File: src/rtl/layer_seq_ctrl_if.sv
// Handshake bundle between the layer sequencer and its environment
// (host start/clear, UART wrapper, conv engine, maxpool engine).
interface layer_seq_ctrl_if #(
  parameter int CNT_W = 4
);
  logic             start;
  logic             err_clr;
  logic             uart_rd_start;
  logic             uart_rd_done;
  logic             uart_wr_start;
  logic             uart_wr_done;
  logic             conv_start;
  logic             conv_done;
  logic             pool_start;
  logic             pool_done;
  logic [2:0]       group_idx;
  logic [CNT_W-1:0] layer_idx;
  logic             busy;
  logic             system_end;
  logic             error;
  logic [2:0]       err_phase;

  // environment side: issues commands and done pulses
  modport master (
    output start, err_clr, uart_rd_done, uart_wr_done, conv_done, pool_done,
    input  uart_rd_start, uart_wr_start, conv_start, pool_start,
           group_idx, layer_idx, busy, system_end, error, err_phase
  );

  // sequencer side
  modport slave (
    input  start, err_clr, uart_rd_done, uart_wr_done, conv_done, pool_done,
    output uart_rd_start, uart_wr_start, conv_start, pool_start,
           group_idx, layer_idx, busy, system_end, error, err_phase
  );
endinterface

File: src/rtl/layer_seq_ctrl.sv
// Top-level inference sequencer: UART read, up to GROUPS groups of
// (N convs + 1 maxpool), UART write-back. Per-phase watchdog with a
// sticky error state that only err_clr (or reset) leaves.
module layer_seq_ctrl #(
  parameter int                      GROUPS    = 4,
  parameter int                      CNT_W     = 4,
  parameter logic [GROUPS*CNT_W-1:0] LAYER_DEF = 16'h4444,
  parameter int                      TMO_W     = 20
) (
  input  logic            clk,
  input  logic            rst,
  layer_seq_ctrl_if.slave bus
);

  typedef enum logic [2:0] {
    S_IDLE  = 3'd0,
    S_READ  = 3'd1,
    S_CONV  = 3'd2,
    S_POOL  = 3'd3,
    S_WRITE = 3'd4,
    S_ERR   = 3'd5
  } state_t;

  state_t           state, state_n;
  logic [2:0]       grp, grp_n;
  logic [CNT_W-1:0] lay, lay_n;
  logic [TMO_W-1:0] wd, wd_n, wd_inc;
  logic [2:0]       ephase, ephase_n;
  logic             rd_s, rd_n, wr_s, wr_n, cv_s, cv_n, pl_s, pl_n;
  logic             sys_end, end_n;
  logic             active, done_ok;
  logic [3:0]       nxt_grp;
  logic [7:0][CNT_W-1:0] cnt_tab;

  // Count table padded to 8 entries so the 3-bit group index always lands in range
  always_comb begin
    cnt_tab = '0;
    cnt_tab[GROUPS-1:0] = LAYER_DEF;
  end

  assign active  = (state == S_READ) || (state == S_CONV) ||
                   (state == S_POOL) || (state == S_WRITE);
  // A done is only honoured in its own state and not while its start is still high
  assign done_ok = ((state == S_READ)  && bus.uart_rd_done && !rd_s) ||
                   ((state == S_CONV)  && bus.conv_done    && !cv_s) ||
                   ((state == S_POOL)  && bus.pool_done    && !pl_s) ||
                   ((state == S_WRITE) && bus.uart_wr_done && !wr_s);
  assign wd_inc  = (&wd) ? wd : wd + TMO_W'(1);
  assign nxt_grp = {1'b0, grp} + 4'd1;

  // Next-state, index and start-pulse decode
  always_comb begin
    state_n  = state;
    grp_n    = grp;
    lay_n    = lay;
    ephase_n = ephase;
    wd_n     = active ? wd_inc : wd;
    rd_n     = 1'b0;
    wr_n     = 1'b0;
    cv_n     = 1'b0;
    pl_n     = 1'b0;
    end_n    = 1'b0;
    case (state)
      S_IDLE: begin
        if (bus.start) begin
          state_n = S_READ;
          rd_n    = 1'b1;
        end
      end
      S_READ: begin
        if (done_ok) begin
          grp_n = '0;
          lay_n = '0;
          if (cnt_tab[0] != '0) begin
            state_n = S_CONV;
            cv_n    = 1'b1;
          end else begin
            state_n = S_WRITE;
            wr_n    = 1'b1;
          end
        end
      end
      S_CONV: begin
        if (done_ok) begin
          if (({1'b0, lay} + (CNT_W+1)'(1)) < {1'b0, cnt_tab[grp]}) begin
            lay_n = lay + CNT_W'(1);
            cv_n  = 1'b1;
          end else begin
            state_n = S_POOL;
            pl_n    = 1'b1;
          end
        end
      end
      S_POOL: begin
        if (done_ok) begin
          // a zero count ends the group list even if later entries are nonzero
          if ((nxt_grp < 4'(GROUPS)) && (cnt_tab[nxt_grp[2:0]] != '0)) begin
            grp_n   = nxt_grp[2:0];
            lay_n   = '0;
            state_n = S_CONV;
            cv_n    = 1'b1;
          end else begin
            state_n = S_WRITE;
            wr_n    = 1'b1;
          end
        end
      end
      S_WRITE: begin
        if (done_ok) begin
          state_n = S_IDLE;
          end_n   = 1'b1;
          grp_n   = '0;
          lay_n   = '0;
        end
      end
      S_ERR: begin
        if (bus.err_clr) begin
          state_n = S_IDLE;
          grp_n   = '0;
          lay_n   = '0;
        end
      end
      default: state_n = S_IDLE;
    endcase
    // a done landing in the timeout cycle takes precedence over the error
    if (active && !done_ok && (&wd_inc)) begin
      state_n  = S_ERR;
      ephase_n = state;
    end
    if (rd_n || wr_n || cv_n || pl_n) wd_n = '0;
  end

  // State, indices, watchdog and registered pulses
  always_ff @(posedge clk) begin
    if (rst) begin
      state   <= S_IDLE;
      grp     <= '0;
      lay     <= '0;
      wd      <= '0;
      ephase  <= '0;
      rd_s    <= 1'b0;
      wr_s    <= 1'b0;
      cv_s    <= 1'b0;
      pl_s    <= 1'b0;
      sys_end <= 1'b0;
    end else begin
      state   <= state_n;
      grp     <= grp_n;
      lay     <= lay_n;
      wd      <= wd_n;
      ephase  <= ephase_n;
      rd_s    <= rd_n;
      wr_s    <= wr_n;
      cv_s    <= cv_n;
      pl_s    <= pl_n;
      sys_end <= end_n;
    end
  end

  assign bus.uart_rd_start = rd_s;
  assign bus.uart_wr_start = wr_s;
  assign bus.conv_start    = cv_s;
  assign bus.pool_start    = pl_s;
  assign bus.group_idx     = grp;
  assign bus.layer_idx     = lay;
  assign bus.busy          = (state != S_IDLE);
  assign bus.system_end    = sys_end;
  assign bus.error         = (state == S_ERR);
  assign bus.err_phase     = ephase;

endmodule

File: src/flat_wrapper.sv
// flat-port wrapper written by rule: the top's interface ports become plain ports
module layer_seq_ctrl_flat 
#(
  parameter int                      GROUPS    = 4,
  parameter int                      CNT_W     = 4,
  parameter logic [GROUPS*CNT_W-1:0] LAYER_DEF = 16'h4444,
  parameter int                      TMO_W     = 20
)
  (clk, rst, bus_start, bus_err_clr, bus_uart_rd_done, bus_uart_wr_done, bus_conv_done, bus_pool_done, bus_uart_rd_start, bus_uart_wr_start, bus_conv_start, bus_pool_start, bus_group_idx, bus_layer_idx, bus_busy, bus_system_end, bus_error, bus_err_phase);
  layer_seq_ctrl_if #(.CNT_W(CNT_W)) bus_i ();
  input  logic clk;
  input  logic rst;
  input wire logic [$bits(bus_i.start)-1:0] bus_start;
  input wire logic [$bits(bus_i.err_clr)-1:0] bus_err_clr;
  input wire logic [$bits(bus_i.uart_rd_done)-1:0] bus_uart_rd_done;
  input wire logic [$bits(bus_i.uart_wr_done)-1:0] bus_uart_wr_done;
  input wire logic [$bits(bus_i.conv_done)-1:0] bus_conv_done;
  input wire logic [$bits(bus_i.pool_done)-1:0] bus_pool_done;
  output wire logic [$bits(bus_i.uart_rd_start)-1:0] bus_uart_rd_start;
  output wire logic [$bits(bus_i.uart_wr_start)-1:0] bus_uart_wr_start;
  output wire logic [$bits(bus_i.conv_start)-1:0] bus_conv_start;
  output wire logic [$bits(bus_i.pool_start)-1:0] bus_pool_start;
  output wire logic [$bits(bus_i.group_idx)-1:0] bus_group_idx;
  output wire logic [$bits(bus_i.layer_idx)-1:0] bus_layer_idx;
  output wire logic [$bits(bus_i.busy)-1:0] bus_busy;
  output wire logic [$bits(bus_i.system_end)-1:0] bus_system_end;
  output wire logic [$bits(bus_i.error)-1:0] bus_error;
  output wire logic [$bits(bus_i.err_phase)-1:0] bus_err_phase;
  assign bus_i.start = bus_start;
  assign bus_i.err_clr = bus_err_clr;
  assign bus_i.uart_rd_done = bus_uart_rd_done;
  assign bus_i.uart_wr_done = bus_uart_wr_done;
  assign bus_i.conv_done = bus_conv_done;
  assign bus_i.pool_done = bus_pool_done;
  assign bus_uart_rd_start = bus_i.uart_rd_start;
  assign bus_uart_wr_start = bus_i.uart_wr_start;
  assign bus_conv_start = bus_i.conv_start;
  assign bus_pool_start = bus_i.pool_start;
  assign bus_group_idx = bus_i.group_idx;
  assign bus_layer_idx = bus_i.layer_idx;
  assign bus_busy = bus_i.busy;
  assign bus_system_end = bus_i.system_end;
  assign bus_error = bus_i.error;
  assign bus_err_phase = bus_i.err_phase;
  layer_seq_ctrl #(.GROUPS(GROUPS), .CNT_W(CNT_W), .LAYER_DEF(LAYER_DEF), .TMO_W(TMO_W)) u_core (.clk(clk), .rst(rst), .bus(bus_i));
endmodule
File: config.mk
export PLATFORM = sky130hd
export DESIGN_NAME = layer_seq_ctrl_flat
export DESIGN_NICKNAME = d
export VERILOG_FILES = /design/src/rtl/layer_seq_ctrl_if.sv /design/src/rtl/layer_seq_ctrl.sv /design/src/flat_wrapper.sv
export SDC_FILE = /design/constraint.sdc
export NUM_CORES = 1
export LEC_CHECK = 0
export ABC_AREA = 1
export CAP_MARGIN = 15
export CORE_ASPECT_RATIO = 0.7
export CORE_MARGIN = 3
export CORE_UTILIZATION = 54
export DETAILED_ROUTE_END_ITERATION = 12
export PLACE_DENSITY = 0.76
export SETUP_SLACK_MARGIN = 0.4
export SYNTH_ARGS = -nofsm -noshare
export SYNTH_HDL_FRONTEND = slang
export SYNTH_SLANG_ARGS = --single-unit
File: constraint.sdc
create_clock -name clk -period 3.75 [get_ports clk]
set_input_delay 1.125 -clock clk [delete_from_list [all_inputs] [get_ports clk]]
set_output_delay 1.125 -clock clk [all_outputs]
set_load 0.05 [all_outputs]
[Yosys cells after proc, flatten, opt, wreduce, memory -nomap -nowiden]
Memory sizes are Yosys's and may differ from the RTL's. A register that Yosys moved wholly into a read port is not among the register bits.
Cells that the tools add are included.
Storage, ports and cells
  flip-flop bits (word level): 38
  output and inout port bits: 17
  latch bits: 0
  memory bits (read-only): 64
  memory bits (writable): 0
  memories kept: 2
Cells by class
  div/mod/pow operators: 0
  mux-type cells: 39
  equality and inequality tests: 22
  reductions and logical operators: 40
  $add $sub $neg: 4
  $lt $le $gt $ge: 4
  shifts and indexed selects: 0
  multipliers: 0
  bitwise operators: 1
Memories
  (no name shown): depth 8, bits a word 4, read ports 1, clocked after memory_dff 1, write ports 0, RTL line layer_seq_ctrl.sv:85  | if (({1'b0, lay} + (CNT_W+1)'(1)) < {1'b0, cnt_tab[grp]}) begin
  (no name shown): depth 8, bits a word 4, read ports 1, clocked after memory_dff 0, write ports 0, RTL line layer_seq_ctrl.sv:97  | if ((nxt_grp < 4'(GROUPS)) && (cnt_tab[nxt_grp[2:0]] != '0)) begin
Operator list (count)
  20-bit AND reduction: 2
  3-bit two-way mux: 13
  4-bit two-way mux: 8
  7-bit AND reduction: 3
  20-bit by 1-bit adder with 20-bit output (second input constant): 1
  20-bit two-way mux: 1
  3-bit by 2-bit inequality test with 1-bit output (second input constant): 6
  3-bit one-hot mux with 6 select lines: 1
  4-bit one-hot mux with 4 select lines: 1
  1-bit two-way mux: 13
  1-bit logical AND: 11
  2-bit by 1-bit inequality test with 1-bit output (second input constant): 5
  2-bit inequality test (second input constant): 5
  1-bit logical OR: 9
  3-bit one-hot mux with 3 select lines: 1
  3-bit by 4-bit less-than comparator with 1-bit output (second input constant): 2
  4-bit nonzero test: 2
  2-bit OR reduction: 4
  3-bit by 2-bit == test with 1-bit output (second input constant): 2
  3-bit == test (second input constant): 2
  3-bit nonzero test: 2
  4-bit by 1-bit adder with 5-bit output (second input constant): 1
  1-bit logical NOT: 5
  5-bit by 4-bit less-than comparator with 1-bit output: 1
  9 further kinds: 9

[Logic depth before layout (Yosys ltp)]
Gate-level depths: netlist of the first run.
  depth in word-level cells: 12
  depth in mapped cells: 15
  mapped depth without buffers: 15

[Least setup slack after synthesis of the first run]
Ideal clock, no wire load.
  path kind: register to output
  start: register u_core.state[1]
  end: output bus_error
  cell stages (with the launch flop): 5
  data required time: 2625 ps
  path slack: 1268 ps
  data arrival time: 1357 ps
  buffers on the path: 1
  cells stage by stage: dfxtp_1 buf_2 inv_1 nand2_1 nor2_1
On the way
  cells in the longest elaborated chain, start to end: 1
Ends and longest elaborated chain
  start: declaration: RTL line layer_seq_ctrl.sv:24  | state_t state, state_n;
  start signal: assignment: RTL line layer_seq_ctrl.sv:147  | state <= state_n;
  3-bit == test: RTL line layer_seq_ctrl.sv:168  | assign bus.error = (state == S_ERR);
  end: declaration: RTL line flat_wrapper.sv:27  | output wire logic [$bits(bus_i.error)-1:0] bus_error;
No other way between the ends.

[Final worst setup path of the first run]
Same ends and word-level chain as after synthesis.

==> flow_metrics.py, run 1 <==
metrics = {
    "global_route": {
        "overflow": 0,
        "grt_usage": 0.2453,
        "antenna_found_initial": 0,
        "grt_max_degree": 28,
        "grt_first_pass_wirelength_mm": 10.85,
        "grt_pass1_vias": 2275,
    },
    "sta": {
        "hold_violations": 0,
        "period_share": 0.8491,
        "fin_setup_tns_ns": 0,
        "rsz0062_at_grt": "no",
        "max-slew-margin-rel": 0.5948,
        "fin_ws_ns": 0.5658,
        "period_needed_ns": 3.184,
        "finalMaxSlewViolations": 0,
        "worstMarginPinSlew_ns": 0.6072,
        "max_freq_ghz": 0.3140,
        "setup-violations-final": 0,
        "fin_skew_ns": 0.009337,
    },
    "min_path": {
        "holdPathEnd": "u_core.bus.system_end$_SDFF_PP0_",
        "min_from": "u_core.bus.uart_wr_start$_SDFF_PP0_",
        "hold_path.class": "flop to flop",
        "hold_depth": 1,
    },
    "clocking": {
        "clock_path_buffers": 2,
        "root_buffer": "clkbuf_8",
        "clkSinkCount": 39,
        "holdBufCountCts": 0,
        "htreeDepth": 2,
        "cts_tree": "done",
        "cts.repair.resized": 0,
        "post_cts_buffers": 0,
        "insertion_delay_ns": 0.29,
        "cts_made_buffers": 5,
        "clk_pin_slew_worst_paths_ns": 0.08,
    },
    "power_and_ir_drop": {
        "peakVddDrop_mv": 0.3313,
        "cellPowerDensity_nw_per_um2": 500.2,
        "report.power.total_mw": 1.493,
        "p_leak_nw": 1.208,
    },
    "yosys": {
        "syn_avg_cell_area_sq_um": 6.172,
        "synth-warning-count": 0,
        "synth_edf_count": 0,
        "synth-seq-cells": 39,
        "ys_seq_area_frac": 0.3041,
        "synth_cell_types": 29,
        "syn_nets": 427,
        "synthArstFlopShare": 0,
        "netlist_instances": 416,
        "synth_flop_cell": "dfxtp_1",
        "synthesis.area_sq_um": 2567,
    },
    "routing": {
        "drt_iter0_drc": 298,
        "maxUsedRoutingLayer": "met4",
        "drt-met1-wl_mm": 3.438,
        "viasPerCell": 5.429,
        "drt_first_pass_iters": 7,
        "dr_wl_met3_um": 614,
        "wl_met2_mm": 2.552,
        "drtAntennaViolNets": 0,
        "routedWlPerCell_um": 13.33,
        "route.vias.total": 2698,
        "totalWireLength_mm": 6.626,
        "drc": 0,
    },
    "placement": {
        "dp_slack_ns": 0.7447,
        "routabilityCongestion": 0.9794,
        "dp_hpwl_mm": 4.999,
        "place_inst": 489,
        "port_buffers": 24,
    },
    "critical_path": {
        "worstReg2RegEnd": "u_core.bus.err_phase[0]$_SDFFE_PP0P_",
        "cp.required_ns": 2.62,
        "critPathMaxFanout": 10,
        "r2r_start": "u_core.wd[0]$_SDFFE_PP0P_",
        "end_kind": "output port",
        "worstSetupStartpointType": "flop",
        "critPathArrivalTime_ns": 2.06,
        "rrSetupSlack_ns": 1.20,
        "critical_path_class": "flop to output port",
        "r2r_cells": 14,
    },
    "finish": {
        "final_nets": 452,
        "area_delta_synth_final_pct": 16.28,
        "final_cells": 497,
        "drive_above_1_share": 0.07692,
        "diodes": 0,
        "fill_cells": 425,
    },
    "floorplanning": {
        "die_w_um": 88.42,
        "start_util": 0.5764,
        "die_y_um": 63.69,
        "core_area_sq_um": 4454,
        "placementRows": 20,
        "dieArea_sq_um": 5631,
        "io_pins": 25,
    },
    "job": {
        "maxCapViolCount": 0,
    },
    "run_status": {
        "status": "finished clean",
    },
}
-- state kept, by name, indices dropped and copies added, names as in the netlist, 3 cells and up, named ones only --
name and count:
u_core.state 3, u_core.bus.layer_idx 4, u_core.bus.group_idx 3, u_core.wd 20
u_core.bus.err_phase 3
-- kinds of logic after synthesis --
group	count (synthesis)	synth area share
simple gates	272	0.4849
xor+xnor	9	0.03070
fa+ha+maj	3	0.01462
flops	39	0.3041
buf+inv	52	0.08089
compound gates	41	0.08480
-- synthesized netlist by cell type (all sizes together) (3+ instances only) --
master	count	share of area
ha	3	0.015
nand4	14	0.034
nand3	42	0.084
o21ai	8	0.016
inv	43	0.063
xor2	7	0.024
clkbuf	4	0.0058
nand3b	3	0.0088
a21oi	30	0.058
nand2	116	0.18
buf	5	0.012
nor3	6	0.016
dfxtp	39	0.30
nor2	88	0.15
-- worst max-delay path, cell delays in order (launching register included) --
cell and delay, ns:
dfxtp_1 0.43, inv_1 0.27, nand2_1 0.15, nor2_1 0.12, clkdlybuf4s50_1 0.81
-- metal layers --
| metal | vias to the layer above | track usage |
|---|---|---|
| met5 | - | 0 |
| met4 | 0 | 0.03962 |
| met3 | 2 | 0.06667 |
| met2 | 127 | 0.3116 |
| met1 | 1191 | 0.4027 |
| li1 | 1378 | - |
-- cell type report --
class,instances,area [sq um],share of cell area
multi-input combinational,325,1579,0.5289
sequential,39,780.7,0.2615
timing repair buffer,27,262.8,0.08801
inverter,43,161.4,0.05407
clock buffer,6,72.57,0.02431
tap,55,68.82,0.02305
clock inverter,2,60.06,0.02012
-- power by group --
part           switching (mW)  internal [mW]
logic                   0.403          0.168
clock network           0.145          0.266
registers              0.0586          0.452
total                   0.607          0.886
-- per-stage QoR --
step / utilization / cell area [sq um] / hold WS, ns
after floorplan: - / 2567 / 0.4828
after global placement: 0.6404 / 2853 / 0.4550
after detailed placement: 0.6404 / 2853 / 0.4339
after CTS: 0.6702 / 2985 / 0.4796
after global routing: 0.6702 / 2985 / 0.4980
final: 0.6702 / 2985 / 0.4764
-- worst max path at each step --
stage                                                end                          from  slack (ns)
detailed placement  u_core.bus.layer_idx[0]$_SDFFE_PP0P_              bus_uart_wr_done        0.74
global route                                   bus_error  u_core.state[1]$_SDFFE_PP0P_        0.47
finish                                         bus_error  u_core.state[1]$_SDFFE_PP0P_        0.57
CTS                                            bus_error  u_core.state[1]$_SDFFE_PP0P_        0.57
floorplan                                      bus_error  u_core.state[1]$_SDFFE_PP0P_        1.27
global placement    u_core.bus.layer_idx[1]$_SDFFE_PP0P_                 bus_conv_done        0.81
-- placed cells by master (no fill, tap or decap), drive strengths merged --
cell | netlist | final
xnor2 | 2 | 2
a211oi | 1 | 1
nand3b | 3 | 3
and2 | 2 | 2
o21a | 1 | 1
bufinv | 0 | 2
ha | 3 | 3
nand4 | 14 | 14
a21oi | 30 | 30
buf | 5 | 3
clkbuf | 4 | 6
clkdlybuf4s50 | 0 | 24
o21ai | 8 | 8
nand2 | 116 | 116
xor2 | 7 | 7
nor2 | 88 | 88
inv | 43 | 43
dfxtp | 39 | 39
nand3 | 42 | 42
nor3 | 6 | 6
or2 | 1 | 1
o21bai | 1 | 1
Note: power is estimated with default switching activity, not from simulation.
==> inputs of run 2 (changes only) <==
==> constraint.sdc (replaced) <==
create_clock -name clk -period 3.1 [get_ports clk]
set_input_delay 0.93 -clock clk [delete_from_list [all_inputs] [get_ports clk]]
set_output_delay 0.93 -clock clk [all_outputs]
set_load 0.05 [all_outputs]
==> flow_metrics.py, run 2 (same netlist as run 1, synthesis figures left out) <==
metrics = {
    "critical_path": {
        "critical_path_class": "flop to output port",
        "end_kind": "output port",
        "path_cells": "inv_1, nand2_1, nor2_1, dlygate4sd2_1",
        "cp.depth": 4,
        "r2r_start": "u_core.wd[1]$_SDFFE_PP0P_",
        "crit_buf_inv": 2,
        "critPathArrivalTime_ns": 1.66,
        "critPathMaxFanout": 8,
        "endpoint": "bus_error",
        "path_delay_family": "buffers and inverters",
        "rrSetupSlack_ns": 0.58,
        "slowest_delay_ns": 0.53,
        "worstSetupStartpointType": "flop",
        "crit_slowest_cell": "dlygate4sd2_1",
        "crit_start": "u_core.state[1]$_SDFFE_PP0P_",
        "worstReg2RegEnd": "u_core.bus.err_phase[1]$_SDFFE_PP0P_",
        "cp.required_ns": 2.17,
        "r2r_cells": 14,
    },
    "sta": {
        "worstMarginPinSlew_ns": 0.5094,
        "max-slew-margin-rel": 0.6593,
        "period_share": 0.8339,
        "fin_skew_ns": 0.005879,
        "fin_ws_ns": 0.5150,
        "period_needed_ns": 2.585,
        "rsz0062_at_grt": "no",
        "hold_violations": 0,
        "finalMaxSlewViolations": 0,
        "setup-violations-final": 0,
        "fin_setup_tns_ns": 0,
        "max_freq_ghz": 0.3868,
    },
    "global_route": {
        "grt_first_pass_wirelength_mm": 11.56,
        "overflow": 0,
        "antenna_found_initial": 0,
        "grt_pass1_vias": 2428,
        "grt_usage": 0.2576,
        "grt_max_degree": 21,
    },
    "routing": {
        "viasPerCell": 5.520,
        "route.vias.total": 2760,
        "drt_first_pass_iters": 6,
        "drtAntennaViolNets": 0,
        "totalWireLength_mm": 6.817,
        "drt_iter0_drc": 298,
        "routedWlPerCell_um": 13.63,
        "drc": 0,
    },
    "placement": {
        "dpl_cell_area_sq_um": 2875,
        "place_inst": 492,
        "dp_slack_ns": 0.2817,
        "port_buffers": 24,
        "dp_hpwl_mm": 5.176,
        "routabilityCongestion": 0.9753,
    },
    "clocking": {
        "root_buffer": "clkbuf_8",
        "clk_pin_slew_worst_paths_ns": 0.08,
        "insertion_delay_ns": 0.29,
        "clock_path_buffers": 2,
        "cts_tree": "done",
        "cts_made_buffers": 5,
        "clkSinkCount": 39,
        "htreeDepth": 2,
        "post_cts_buffers": 0,
    },
    "finish": {
        "final_cell_mix": "nand2_1, nor2_1, inv_1",
        "final_nets": 455,
        "area_delta_synth_final_pct": 16.47,
        "drive_above_1_share": 0.08539,
        "multi_input_area_sq_um": 1579,
        "diodes": 0,
        "regMostFlops": "u_core.wd",
        "fill_cells": 406,
        "final_common_cell": "nand2_1",
        "final_cells": 500,
        "regArea_sq_um": 780.7,
        "design_area_sq_um": 2990,
        "largest_reg_flops": 20,
    },
    "job": {
        "maxCapViolCount": 0,
    },
    "power_and_ir_drop": {
        "peakVddDrop_mv": 0.4461,
        "cellPowerDensity_nw_per_um2": 596.2,
        "report.power.total_mw": 1.783,
        "p_leak_nw": 1.226,
    },
    "floorplanning": {
        "core_area_sq_um": 4454,
        "die_y_um": 63.69,
        "start_util": 0.5764,
        "io_pins": 25,
        "die_w_um": 88.42,
        "dieArea_sq_um": 5631,
        "placementRows": 20,
    },
    "min_path": {
        "hold_depth": 1,
        "hold_path.class": "flop to flop",
    },
    "run_status": {
        "status": "finished clean",
    },
}
## run 2: metrics by stage
step	hold WS, ns	util
6_report	0.4593	0.6713
3_5_place_dp	0.4526	0.6455
2_1_floorplan	0.4828	-
5_1_grt	0.4933	0.6713
4_1_cts	0.4633	0.6713
3_3_place_gp	0.4587	0.6455
## run 2: final cells by class
| cell class | count | area share |
|---|---|---|
| sequential | 39 | 0.2611 |
| timing repair buffer | 30 | 0.09456 |
| tap | 55 | 0.02301 |
| clock buffer | 6 | 0.02762 |
| clock inverter | 2 | 0.01172 |
| multi-input combinational | 325 | 0.5280 |
| inverter | 43 | 0.05397 |
## run 2: how the worst min path moves through the flow
| stage | startpoint | end | slack [ns] |
|---|---|---|---|
| finish | u_core.bus.uart_wr_start$_SDFF_PP0_ | u_core.bus.system_end$_SDFF_PP0_ | 0.46 |
| global route | u_core.bus.uart_wr_start$_SDFF_PP0_ | u_core.bus.system_end$_SDFF_PP0_ | 0.49 |
| CTS | u_core.bus.uart_wr_start$_SDFF_PP0_ | u_core.bus.system_end$_SDFF_PP0_ | 0.46 |
| detailed placement | u_core.bus.uart_wr_start$_SDFF_PP0_ | u_core.bus.system_end$_SDFF_PP0_ | 0.45 |
| global placement | u_core.bus.uart_wr_start$_SDFF_PP0_ | u_core.bus.system_end$_SDFF_PP0_ | 0.46 |
| floorplan | u_core.wd[4]$_SDFFE_PP0P_ | u_core.wd[4]$_SDFFE_PP0P_ | 0.48 |
## run 2: metal layers
layer	wire [um]	vias to the layer above	track usage	share of wire
li1	-	1389	-	-
met1	3534	1216	0.4182	0.52
met2	2498	146	0.3256	0.37
met3	725	9	0.07190	0.11
met4	59	0	0.05283	0.0087
met5	0	-	0	0
## run 2: power breakdown
part,internal [mW],switching (mW)
Combinational,0.220,0.522
Clock,0.261,0.182
Sequential,0.547,0.0518
Total,1.03,0.756
## run 2: timing repair
| action | CTS | global route |
|---|---|---|
| endpoints found under the setup margin | 2 | 0 |
| gates resized for setup | 2 | 0 |
| hold buffers | 0 | 0 |
==> inputs of run 3 (changes only) <==
--- a/config.mk
+++ b/config.mk
@@ -9,9 +9,9 @@
 export CAP_MARGIN = 15
 export CORE_ASPECT_RATIO = 0.7
 export CORE_MARGIN = 3
-export CORE_UTILIZATION = 54
+export CORE_UTILIZATION = 52
 export DETAILED_ROUTE_END_ITERATION = 12
-export PLACE_DENSITY = 0.76
+export PLACE_DENSITY = 0.77
 export SETUP_SLACK_MARGIN = 0.4
 export SYNTH_ARGS = -nofsm -noshare
 export SYNTH_HDL_FRONTEND = slang
==> constraint.sdc (replaced) <==
create_clock -name clk -period 2.15 [get_ports clk]
set_input_delay 0.645 -clock clk [delete_from_list [all_inputs] [get_ports clk]]
set_output_delay 0.645 -clock clk [all_outputs]
set_load 0.05 [all_outputs]
==> flow_metrics.py, run 3 (same netlist as run 1, synthesis figures left out) <==
metrics = {
    "finish": {
        "final_common_cell": "nand2_1",
        "postLayoutCoreUtil": 0.8731,
        "final_cell_mix": "nand2_1, buf_4, nor2_1",
        "drive_above_1_share": 0.4328,
        "multi_input_area_sq_um": 2006,
        "final_cells": 572,
        "diodes": 0,
        "fill_cells": 233,
        "largest_reg_flops": 20,
        "final_nets": 516,
        "regArea_sq_um": 823.3,
        "regMostFlops": "u_core.wd",
        "area_delta_synth_final_pct": 54.87,
    },
    "clocking": {
        "clock_path_buffers": 2,
        "root_buffer": "clkbuf_8",
        "clkSinkCount": 39,
        "clk_pin_slew_worst_paths_ns": 0.07,
        "cts_made_buffers": 5,
        "htreeDepth": 2,
        "cts_tree": "done",
        "holdBufCountCts": 0,
        "insertion_delay_ns": 0.29,
    },
    "global_route": {
        "grt_pass1_vias": 2786,
        "grt_first_pass_wirelength_mm": 13.70,
        "grt_usage": 0.2923,
        "grt_max_degree": 21,
        "antenna_found_initial": 0,
        "overflow": 0,
    },
    "min_path": {
        "hold_path.class": "flop to flop",
    },
    "run_status": {
        "violations": "setup timing",
        "status": "finished with violations",
    },
    "placement": {
        "port_buffers": 24,
        "place_inst": 531,
        "routabilityCongestion": 0.9613,
        "dp_hpwl_mm": 5.991,
    },
    "routing": {
        "routedWlPerCell_um": 18.61,
        "totalWireLength_mm": 10.64,
        "drt_first_pass_iters": 5,
        "viasPerCell": 5.871,
        "drc": 0,
        "drtAntennaViolNets": 0,
        "route.vias.total": 3358,
        "drt_iter0_drc": 564,
    },
    "power_and_ir_drop": {
        "switchingPower_mw": 1.409,
        "p_leak_nw": 1.657,
        "p_sw_frac": 0.4497,
        "p_seq_frac": 0.292,
        "intPower_mw": 1.724,
        "peakVddDrop_mv": 0.7162,
        "pwr-share-comb": 0.554,
        "clkPwrFrac": 0.154,
        "cellPowerDensity_nw_per_um2": 788.0,
    },
    "sta": {
        "fin_setup_tns_ns": -0.009740,
        "max-slew-margin-rel": 0.6840,
        "rsz0062_at_grt": "yes",
        "hold_violations": 0,
        "period_share": 1.005,
        "setup-violations-final": 1,
        "period_needed_ns": 2.160,
        "fin_skew_ns": 0.007442,
        "worstMarginPinSlew_ns": 0.4724,
        "finalMaxSlewViolations": 0,
        "fin_hold_ws_ns": 0.4959,
        "max_freq_ghz": 0.4630,
        "fin_ws_ns": -0.009740,
    },
    "critical_path": {
        "cp.required_ns": 2.36,
        "worstSetupStartpointType": "flop",
        "critical_path_class": "flop to flop",
        "path_cells": "nand2_1, nor3_4, nand2_4, buf_4, a21oi_4, nand3_1, nor2_1, nand3_2, a21oi_1",
        "critPathArrivalTime_ns": 2.37,
        "end_kind": "flop",
        "slowest_delay_ns": 0.45,
        "crit_slowest_cell": "dfxtp_1",
        "critPathMaxFanout": 8,
    },
    "floorplanning": {
        "die_w_um": 89.99,
        "core_area_sq_um": 4554,
        "start_util": 0.5637,
        "io_pins": 25,
        "die_y_um": 64.79,
        "dieArea_sq_um": 5830,
        "placementRows": 20,
    },
    "job": {
        "maxCapViolCount": 0,
    },
}
==> run 3: changes by cell type in the layout (fill, tap and decap cells not counted), moves of 10 or more <==
| cell | change |
|---|---|
| nand2_2 | +16 |
| nor2_4 | +12 |
| nand3_2 | +16 |
| nor2_1 | -26 |
| nand3_1 | -17 |
| dfxtp_2 | +10 |
| nor2_2 | +14 |
| dfxtp_1 | -18 |
| buf_4 | +56 |
| clkdlybuf4s50_1 | -19 |
| nand2_1 | -23 |
==> run 3: metal layers <==
metal,global-route usage,share of wire,up-vias
met2,0.4410,0.42,299
met5,0,0,-
met3,0.06032,0.14,54
li1,-,-,1510
met1,0.4300,0.40,1495
met4,0.06107,0.034,0
==> run 3: final timing paths <==
kind                                              from                              endpoint  slack [ns]  depth (start not counted)
setup / recovery            u_core.wd[17]$_SDFFE_PP0P_          u_core.state[2]$_SDFFE_PP0P_       -0.01                          9
hold reg to reg   u_core.bus.group_idx[1]$_SDFFE_PP0N_  u_core.bus.group_idx[1]$_SDFFE_PP0N_        0.50                          2
hold / removal    u_core.bus.group_idx[1]$_SDFFE_PP0N_  u_core.bus.group_idx[1]$_SDFFE_PP0N_        0.50                          2
setup reg to reg            u_core.wd[17]$_SDFFE_PP0P_          u_core.state[2]$_SDFFE_PP0P_       -0.01                          9
==> run 3: per-stage QoR <==
step,instance area [sq um],setup slack (ns),power [mW]
2_1_floorplan,2650,0.3476,1.646
3_3_place_gp,3197,-0.08860,2.066
3_5_place_dp,3197,-0.1291,2.081
4_1_cts,3541,0.1352,2.662
5_1_grt,3976,-0.1131,3.272
6_report,3976,-0.009740,3.133
==> run 3: worst max-delay path, delay by kind of cell, from the launching register on <==
kind,cells,cell delay (ns)
compound gates,2,0.30
buf+inv,1,0.19
flops,1,0.45
simple gates,6,1.14
==> run 3: area by class of cell <==
class                   count  share of cell area
multi-input cells         326              0.5044
flip-flops and latches     39              0.2070
repair buffers             90              0.2039
inverters                  43             0.04342
well taps                  66             0.02077
clock buffers               7             0.01919
clock inverters             1            0.001259
==> run 3: power groups by stage <==
| stage | sequential (mW) | clock (mW) | combinational (mW) |
|---|---|---|---|
| 2_1_floorplan | 0.984 | 0 | 0.661 |
| 3_3_place_gp | 0.908 | 0 | 1.16 |
| 3_5_place_dp | 0.911 | 0 | 1.17 |
| 4_1_cts | 0.897 | 0.484 | 1.28 |
| 5_1_grt | 0.925 | 0.517 | 1.83 |
| 6_report | 0.916 | 0.482 | 1.74 |
==> run 3: repair_timing <==
action	CTS	global route
pin swaps	27	33
gates cloned	1	3
gates resized for setup	80	74
setup buffers	11	18
endpoints found under the setup margin	44	37
